<file path="config.mk">
export PLATFORM = sky130hd
export DESIGN_NAME = pwm_controller
export DESIGN_NICKNAME = d
export VERILOG_FILES = /design/src/rtl/pwm_controller.sv
export SDC_FILE = /design/constraint.sdc
export NUM_CORES = 1
export LEC_CHECK = 0
export CAP_MARGIN = 30
export CORE_MARGIN = 2
export CORE_UTILIZATION = 56
export CTS_BUF_LIST = sky130_fd_sc_hd__clkbuf_4 sky130_fd_sc_hd__clkbuf_8 sky130_fd_sc_hd__clkbuf_16
export DETAILED_ROUTE_END_ITERATION = 12
export DONT_BUFFER_PORTS = 1
export PLACE_DENSITY = 0.71
export SYNTH_ARGS = -nofsm -noshare
export SYNTH_HDL_FRONTEND = slang
export SYNTH_SLANG_ARGS = --single-unit
</file>
<file path="constraint.sdc">
create_clock -name clk -period 4.1 [get_ports clk]
set_input_delay 1.025 -clock clk [delete_from_list [all_inputs] [get_ports clk]]
set_output_delay 1.025 -clock clk [all_outputs]
set_load 0.02 [all_outputs]
</file>
<file path="src/rtl/pwm_controller.sv">
// 16-channel PWM sequencer with shadow-buffered configuration and prescaled 8-bit period counter.
// Define PWM_SYNC_UPDATE_EN to defer shadow loads to period boundaries; otherwise loads follow cfg_valid.
module pwm_controller #(
  parameter int unsigned CLK_DIV = 3000
) (
  input  logic        clk,
  input  logic        rst,
  input  logic        enable,
  input  logic        cfg_valid,
  input  logic [7:0]  en_reg_out_7_0,
  input  logic [7:0]  en_reg_out_15_8,
  input  logic [7:0]  en_reg_pwm_7_0,
  input  logic [7:0]  en_reg_pwm_15_8,
  input  logic [7:0]  pwm_duty_cycle,
  output logic [15:0] out_bus,
  output logic        cfg_ack,
  output logic        period_start
);

  typedef enum logic {IDLE, RUN} state_t;

  localparam logic [15:0] DIV_LAST = 16'(CLK_DIV - 1);
  localparam logic [7:0]  CNT_LAST = 8'd254;

  state_t      state;
  logic [15:0] div_cnt;
  logic [7:0]  pwm_cnt;
  logic [15:0] sh_out;
  logic [15:0] sh_pwm;
  logic [7:0]  sh_duty;
`ifdef PWM_SYNC_UPDATE_EN
  logic        pend;
`endif

  logic        running;
  logic        tick;
  logic        period_wrap;
  logic        pwm_hi;
  logic        load_sh;
  logic [15:0] chan_next;

  always_comb begin
    running     = (state == RUN) && enable;
    tick        = (state == RUN) && (div_cnt == DIV_LAST);
    period_wrap = tick && (pwm_cnt == CNT_LAST);
    pwm_hi      = (sh_duty == 8'hFF) || (pwm_cnt < sh_duty);
    chan_next   = '0;
    for (int unsigned i = 0; i < 16; i++) begin
      chan_next[i] = sh_out[i] & (~sh_pwm[i] | pwm_hi);
    end
  end

  // RUN entry always loads; a cfg_valid landing on the wrap loads now and stays pending.
  always_comb begin
    load_sh = 1'b0;
    if ((state == IDLE) && enable) begin
      load_sh = 1'b1;
`ifdef PWM_SYNC_UPDATE_EN
    end else if (running && period_wrap && (pend || cfg_valid)) begin
      load_sh = 1'b1;
`else
    end else if (cfg_valid) begin
      load_sh = 1'b1;
`endif
    end
  end

  always_ff @(posedge clk or posedge rst) begin
    if (rst) begin
      state        <= IDLE;
      div_cnt      <= '0;
      pwm_cnt      <= '0;
      sh_out       <= '0;
      sh_pwm       <= '0;
      sh_duty      <= '0;
`ifdef PWM_SYNC_UPDATE_EN
      pend         <= 1'b0;
`endif
      out_bus      <= '0;
      cfg_ack      <= 1'b0;
      period_start <= 1'b0;
    end else begin
      case (state)
        IDLE: if (enable) state <= RUN;
        RUN:  if (!enable) state <= IDLE;
        default: state <= IDLE;
      endcase

      if (running) begin
        div_cnt <= tick ? '0 : div_cnt + 16'd1;
        if (tick) pwm_cnt <= (pwm_cnt == CNT_LAST) ? '0 : pwm_cnt + 8'd1;
        out_bus <= chan_next;
      end else begin
        div_cnt <= '0;
        pwm_cnt <= '0;
        out_bus <= '0;
      end

      period_start <= ((state == IDLE) && enable) || (running && period_wrap);
      cfg_ack      <= load_sh;

      if (load_sh) begin
        sh_out  <= {en_reg_out_15_8, en_reg_out_7_0};
        sh_pwm  <= {en_reg_pwm_15_8, en_reg_pwm_7_0};
        sh_duty <= pwm_duty_cycle;
      end

`ifdef PWM_SYNC_UPDATE_EN
      if ((state == IDLE) && enable) pend <= 1'b0;
      else if (cfg_valid)            pend <= 1'b1;
      else if (load_sh)              pend <= 1'b0;
`endif
    end
  end

endmodule

</file>
Yosys cells after proc, flatten, opt, wreduce, memory -nomap -nowiden

Cells that the tools add are included.
W data, S select, Z words.

Register bits after elaboration: 83
Input bits: 44
Output and inout port bits: 18

Equal/unequal tests: 4
$lt $le $gt $ge: 1
Bitwise logic cells: 49
$add $sub $neg: 2
Multiplexer cells: 9
Reduce and logical (&&, ||, !) cells: 7

Operator list:

| cell                    | count |
|---|---|
| $mux W16                | 3 |
| $mux W8                 | 3 |
| $not A1 Y1              | 17 |
| $add A16 B1 Y16 const B | 1 |
| $and A1 B1 Y1           | 16 |
| $eq A16 B12 Y1 const B  | 1 |
| $eq A8 B8 Y1 const B    | 2 |
| $or A1 B1 Y1            | 16 |
| $add A8 B1 Y8 const B   | 1 |
| $lt A8 B8 Y1            | 1 |
| $logic_and A1 B1 Y1     | 5 |
| $mux W1                 | 3 |
| $logic_or A1 B1 Y1      | 2 |
| $ne A2 B1 Y1 const B    | 1 |

Depth between registers and ports, before layout

Gate-level depths: netlist (run 1).

Depth in word-level cells: 5
Gate-level depth with buffers: 7

Worst setup path before layout (run 1)

Ideal clock, no wire load.

Kind: reg2reg
Start point: reg div_cnt[10]
End point: reg pwm_cnt[4]
Required time: 4022 ps
Setup slack: 1929 ps
Library setup time: 78 ps
Arrival time: 2093 ps
Stages on the path, launching flop included: 5
Cells stage by stage: dfrtp_1 or4_4 or4_4 or4_1 a21oi_1

Word-level cells in the longest chain between the ends: 3

RTL lines:

| what                   | RTL line | text |
|---|---|---|
| from (decl)            | 26       | `logic [15:0] div_cnt;` |
| from (signal assigned) | 90       | `div_cnt <= tick ? '0 : div_cnt + 16'd1;` |
| $eq A16 B12 Y1         | 44       | `tick = (state == RUN) && (div_cnt == DIV_LAST);` |
| $logic_and A1 B1 Y1    | 44       |  |
| $ne A2 B1 Y1 (no line) | n/a      |  |
| to (signal assigned)   | 91       | `if (tick) pwm_cnt <= (pwm_cnt == CNT_LAST) ? '0 : pwm_cnt + 8'd1;` |
| to (decl)              | 27       | `logic [7:0] pwm_cnt;` |

No other way between the ends.
A chain may end at the register's enable or synchronous reset.

Worst setup path after layout (run 1)

Ends and elaborated chain as after synthesis.

==> results of run 1 <==
[area by class of cell]
cell class,instances,area [um2]
Clock inverter,6,71.3
Clock buffer,10,131
Timing Repair Buffer,5,50.0
Tap cell,77,96.3
Fill cell,507,2360
Sequential cell,83,2080
Inverter,14,53.8
Multi-Input combinational cell,194,1440
[Yosys cell counts]
library cell	count	area share
a2111oi_0	1	0.0024
a21boi_0	2	0.0042
a21oi_1	10	0.014
a2bb2oi_1	1	0.0024
a31oi_1	17	0.030
a41o_1	1	0.0028
and2_1	3	0.0052
and3_1	3	0.0052
and4_1	2	0.0049
buf_1	1	0.0010
buf_2	2	0.0028
buf_6	1	0.0031
clkbuf_1	9	0.0094
dfrtp_1	83	0.58
ha_1	10	0.035
inv_1	14	0.015
mux2_2	40	0.12
nand2_1	30	0.031
nand2b_1	1	0.0017
nand3_1	6	0.0083
nand4_1	7	0.012
nor2_1	16	0.017
nor3_1	4	0.0056
nor3b_1	1	0.0021
nor4_1	5	0.0087
o211a_1	1	0.0028
o211ai_1	1	0.0021
o21a_1	1	0.0021
o21ai_0	2	0.0028
o311ai_1	1	0.0024
o31ai_1	3	0.0062
or2_2	1	0.0017
or3_1	3	0.0052
or3_2	1	0.0021
or4_1	4	0.0083
or4_4	2	0.0062
or4b_1	1	0.0028
xnor2_1	8	0.019
xor2_1	5	0.012
[state kept, by name (all words and copies together), names as in the netlist]
name          flops
cfg_ack           1
div_cnt          16
out_bus          16
period_start      1
pwm_cnt           8
sh_duty           8
sh_out           16
sh_pwm           16
state             1
[metrics by stage]
step	power, mW	cell area, um2
2_1_floorplan	1.00	3600
6_report	1.62	3920
4_1_cts	1.64	3920
5_1_grt	1.69	3920
3_5_place_dp	1.03	3710
3_3_place_gp	1.03	3690
[where the power goes]
part           leakage (nW)  internal [mW]  switching [mW]
logic                 0.546         0.0537          0.0548
clock network        0.0973          0.295           0.312
registers              1.05          0.868          0.0387
[cell families (layout without fill, tap and decap cells)]
| kind of cell | after synthesis | count (layout) |
|---|---|---|
| AOI/OAI and AO/OA | 41 | 41 |
| xor gates and xnor gates | 13 | 13 |
| adders and majority gates | 10 | 10 |
| buffers and inverters | 27 | 35 |
| DFF | 83 | 83 |
| muxes | 40 | 40 |
| and+or+nand+nor | 90 | 90 |
[layout by cell type, fill, tap and decap left out, drive strengths merged, types with 3 or more instances in the layout]
cell type	n
a21oi	10
a31oi	17
and2	3
and3	3
buf	5
clkbuf	10
dfrtp	83
ha	10
inv	16
mux2	40
nand2	30
nand3	6
nand4	7
nor2	16
nor3	4
nor4	5
o31ai	3
or3	4
or4	6
xnor2	8
xor2	5
[how the worst max path moves through the flow]
| stage | from | endpoint |
|---|---|---|
| CTS | div_cnt[12] | pwm_cnt[4] |
| finish | div_cnt[10] | pwm_cnt[4] |
| floorplan | rst | cfg_ack |
| global placement | enable | div_cnt[15] |
| detailed placement | enable | div_cnt[15] |
| global route | div_cnt[12] | pwm_cnt[4] |
[per-layer routing]
metal  vias up  GRT usage  share of wire
li1       1092          -              -
met1      1136      0.272           0.44
met2        51      0.317           0.49
met3        11     0.0531          0.051
met4         2      0.104          0.015
met5         -          0         0.0025
[critical path: stages, from the launching register on]
cell     delay, ps
dfrtp_1        450
or4_4          540
or4_4          640
or4_1          490
a21oi_1        160
==> metrics, run 1 <==
status=completed; Cell Count, Final, Fillers Out=389; io pins=62; grt ovf=0; Worst-path clk slew=80 ps; Hold EP=out_bus[13]; critical path class=reg2reg; pin count of the biggest net entering global routing=42; CP Max Fanout=15; hold path startpoint=sh_pwm[13]; worst hold margin=roughly 450 ps; syn_nets=about 360; worst-margin pin slew=roughly 760 ps; leakage=approximately 1.7 nW; Routed Antenna Nets=0; I/O Buffers=0; Max Slew Vio Count=0; Core Area=between 6000 and 7000 um2; Compound-Gate Fraction of Synth Area=0.0736; WL final=about 6.7 mm; Final Cycle Share=0.574; setup repair bufs after CTS=0; pwr/cell area=~410 nW/um2; starting density of the core=0.574; Unique masters post-synth=39; wire per inst=17.2 um; final worst slack=about 1700 ps; crit path time final=between 2000 and 2500 ps; CTS max path bufs=2; Slew headroom=0.491; initial antenna violation count=1; Reg2Reg Setup Slack=between 1500 and 2000 ps; Die Y=approximately 84 um; FF-to-FF path depth=4; DP Cell Count=between 300 and 400; drt initial violations=154; Peak Freq=about 420 MHz; Clock Latency Late Sink=around 350 ps; layout cells sized above 1=0.218; Post-Synth Adder-Cell Area=0.0347; Total Neg Setup Slack=0 ps; CTS Hold Bufs=0; worst vdd ir=roughly 0.34 mV; vias in the first global route=2,275; post-synthesis mux area share=0.125; Worst EP required=4380 ps; Hold Crit Class=reg2reg; RSZ-0062 raised after global routing=false; Layout Nets=approximately 360; Final Setup Violations=0; full die area=between 7000 and 8000 um2; XOR/XNOR Fraction of Synth Area=0.0316; Mapped Area=approximately 3600 um2; Total GRT Usage=0.205; DR vias/cell=just under 6; synth warn=0; largest family of logic cells by synthesized area=simple AND/OR/NAND/NOR gates; die width=~84 um; root buffer cell=clkbuf_8; final-report hold violation count=0; sequential area share after synthesis=0.576; CP Launch Type=flip-flop; First-pass DRT Iterations=4; Clock H-tree levels=3; DR vias=~2,300; Max-cap violations=0; Critical Path End Type=flip-flop; FP Rows=29; Final Util=0.624; DR DRC count=0; dpl hpwl=roughly 4.6 mm; Yosys reg bits=just over 80; clk sinks=83; Worst R2R End=pwm_cnt[4]; Layout area overhead=8.61%; Hold Crit Depth=1; FF-to-FF Start=div_cnt[10]; Post-Synth Simple-Gate Area=0.128; # resized after CTS=0; GPL Wtd Cong=just over 0.8; first-pass GRT wire length=between 10 and 15 mm; # diodes=0; total CTS buffers=9; CTS tree=done; Clock Skew=between 5 and 6 ps; DP Worst Slack=between 1500 and 2000 ps; Data arrival, critical path=about 2600 ps; Avg Cell Area, Syn=around 12 um2; Cells after Synth=between 300 and 400
Power figures use the tool's default switching activity.
==> run 2, diff against run 1 <==
==> constraint.sdc (replaced) <==
create_clock -name clk -period 2.4 [get_ports clk]
set_input_delay 0.6 -clock clk [delete_from_list [all_inputs] [get_ports clk]]
set_output_delay 0.6 -clock clk [all_outputs]
set_load 0.02 [all_outputs]
==> metrics, run 2 (synthesized netlist as in run 1, its figures left out) <==
Clock Skew=14.8 ps (+9.28 ps); Psw=0.687 mW (+70%); final-report hold violation count=0 (unchanged); wire per inst=17.5 um (+1.9%); Clock H-tree levels=3 (unchanged); met3 Usage GRT=0.0610 (+0.00787); worst-margin pin slew=719 ps (-44.6 ps); clk sinks=83 (unchanged); Data arrival, critical path=2590 ps (-40 ps); Switching Share=0.260 (+0.00995); critical path's largest stage delay=620 ps (-20 ps); Worst-path clk slew=90 ps (about the same); setup repair bufs after CTS=0 (unchanged); Critical Path End Type=flip-flop; CTS max path bufs=2 (unchanged); leakage=1.73 nW (+2.3%); # resized after CTS=0 (unchanged); # diodes=0 (unchanged); GPL Wtd Cong=0.887 (+8.7%); critical path's slowest cell=or4_4; I/O Buffers=0 (unchanged); starting density of the core=0.574 (unchanged); sequential share of power=0.586 (+0.027); critical path cell sequence=or4b_1 -> or4_4 -> buf_4 -> or3_1 -> a21oi_1; Final Cycle Share=0.962 (+0.388); final worst slack=91.7 ps (-1660 ps); status=completed; DP Cell Count=381 (+2.1%); RSZ-0062 raised after global routing=false; FP Rows=29 (unchanged); DR DRC count=0 (unchanged); initial antenna violation count=0 (-1); root buffer cell=clkbuf_8; Clk pwr share=0.343 (-0.031); Die Y=84.2 um (unchanged); Cell Count, Final, Fillers Out=400 (+2.8%); Peak Freq=433 MHz (+1.9%); dpl hpwl=4.72 mm (+2.7%); drt initial violations=145 (-5.8%); Slew headroom=0.508 (+0.0173); most frequent cells in the layout=dfrtp_1 (83), mux2_2 (40), nand2_1 (30); Max-cap violations=0 (unchanged); layout cells sized above 1=0.245 (+0.0266); CP Max Fanout=9 (-6); total CTS buffers=9 (unchanged); DR vias=2,355 (+2.7%); Comb power frac=0.071 (+0.004); internal power=1.96 mW (+61%); Max Slew Vio Count=0 (unchanged); full die area=7090 um2 (unchanged); grt ovf=0 (unchanged); CTS Hold Bufs=0 (unchanged); routing usage on met1=0.304 (+0.0327); CP Launch Type=flip-flop; family with the most delay on the worst path=simple AND/OR/NAND/NOR gates; DR vias/cell=5.89 (about the same); first-pass GRT wire length=12.0 mm (+6.4%); Total Neg Setup Slack=0 ps (unchanged); vias in the first global route=2,400 (+5.5%); Core Area=6280 um2 (unchanged); Routed Antenna Nets=0 (unchanged); Layout area overhead=10.4%; met2 GRT Util=0.316 (-0.000722); Clock Latency Late Sink=350 ps (about the same); Layout Nets=373 (+3.3%); pwr/cell area=665 nW/um2 (+60%); io pins=62 (unchanged); First-pass DRT Iterations=4 (unchanged); crit path time final=2310 ps (-44.9 ps); Final Setup Violations=0 (unchanged); die width=84.2 um (unchanged); commonest non-fill, non-tap cell in the layout=dfrtp_1; DP Worst Slack=67.9 ps (-1520 ps); WP buf/inv=1 (+1); CTS tree=done; Worst EP required=2680 ps (-1700 ps); WL final=7.00 mm (+4.7%); Hold Crit Class=in2async; Most Crowded Layer GR=met2; worst vdd ir=0.433 mV (+27%); pin count of the biggest net entering global routing=42 (unchanged); critical path class=reg2reg; Total GRT Usage=0.215 (+0.00935)
-- run 2: layer usage --
layer | part of all wire | vias to the layer above
li1 | - | 1117
met1 | 0.46 | 1159
met5 | 0 | -
met2 | 0.47 | 68
met3 | 0.060 | 11
met4 | 0.013 | 0
-- run 2: final timing paths --
check | from | endpoint | slack, ps | cells past startpoint
max | div_cnt[14] | pwm_cnt[0] | 90 | 5
max in group asynchronous | rst | out_bus[4] | 1720 | 2
min | rst | div_cnt[14] | 60 | 1
min in group clk | enable | state | 270 | 0
min reg2reg | sh_pwm[5] | out_bus[5] | 440 | 1
max reg2reg | div_cnt[14] | pwm_cnt[0] | 90 | 5
-- run 2: metrics by stage --
step / power, mW / cell area, um2 / hold slack [ps] / util
2_1_floorplan: 1.71 / 3610 / 418 / -
3_3_place_gp: 1.76 / 3770 / 429 / 0.601
3_5_place_dp: 1.77 / 3770 / 434 / 0.601
4_1_cts: 2.66 / 3950 / 53.6 / 0.629
5_1_grt: 2.75 / 3980 / 65.1 / 0.634
6_report: 2.64 / 3980 / 64.3 / 0.634
-- run 2: area by class of cell --
cell class	count	area (um2)
flip-flops and latches	83	2080
fillers	488	2300
repair buffers	17	140
multi-input cells	194	1440
clock buffers	9	124
clock inverters	6	50.0
well taps	77	96.3
inverters	14	56.3
-- run 2: power groups by stage --
stage,Clock [mW],Sequential [mW],Combinational (mW)
5_1_grt,0.975,1.56,0.214
3_5_place_dp,0,1.58,0.192
4_1_cts,0.920,1.55,0.193
3_3_place_gp,0,1.57,0.187
2_1_floorplan,0,1.56,0.152
6_report,0.907,1.55,0.189
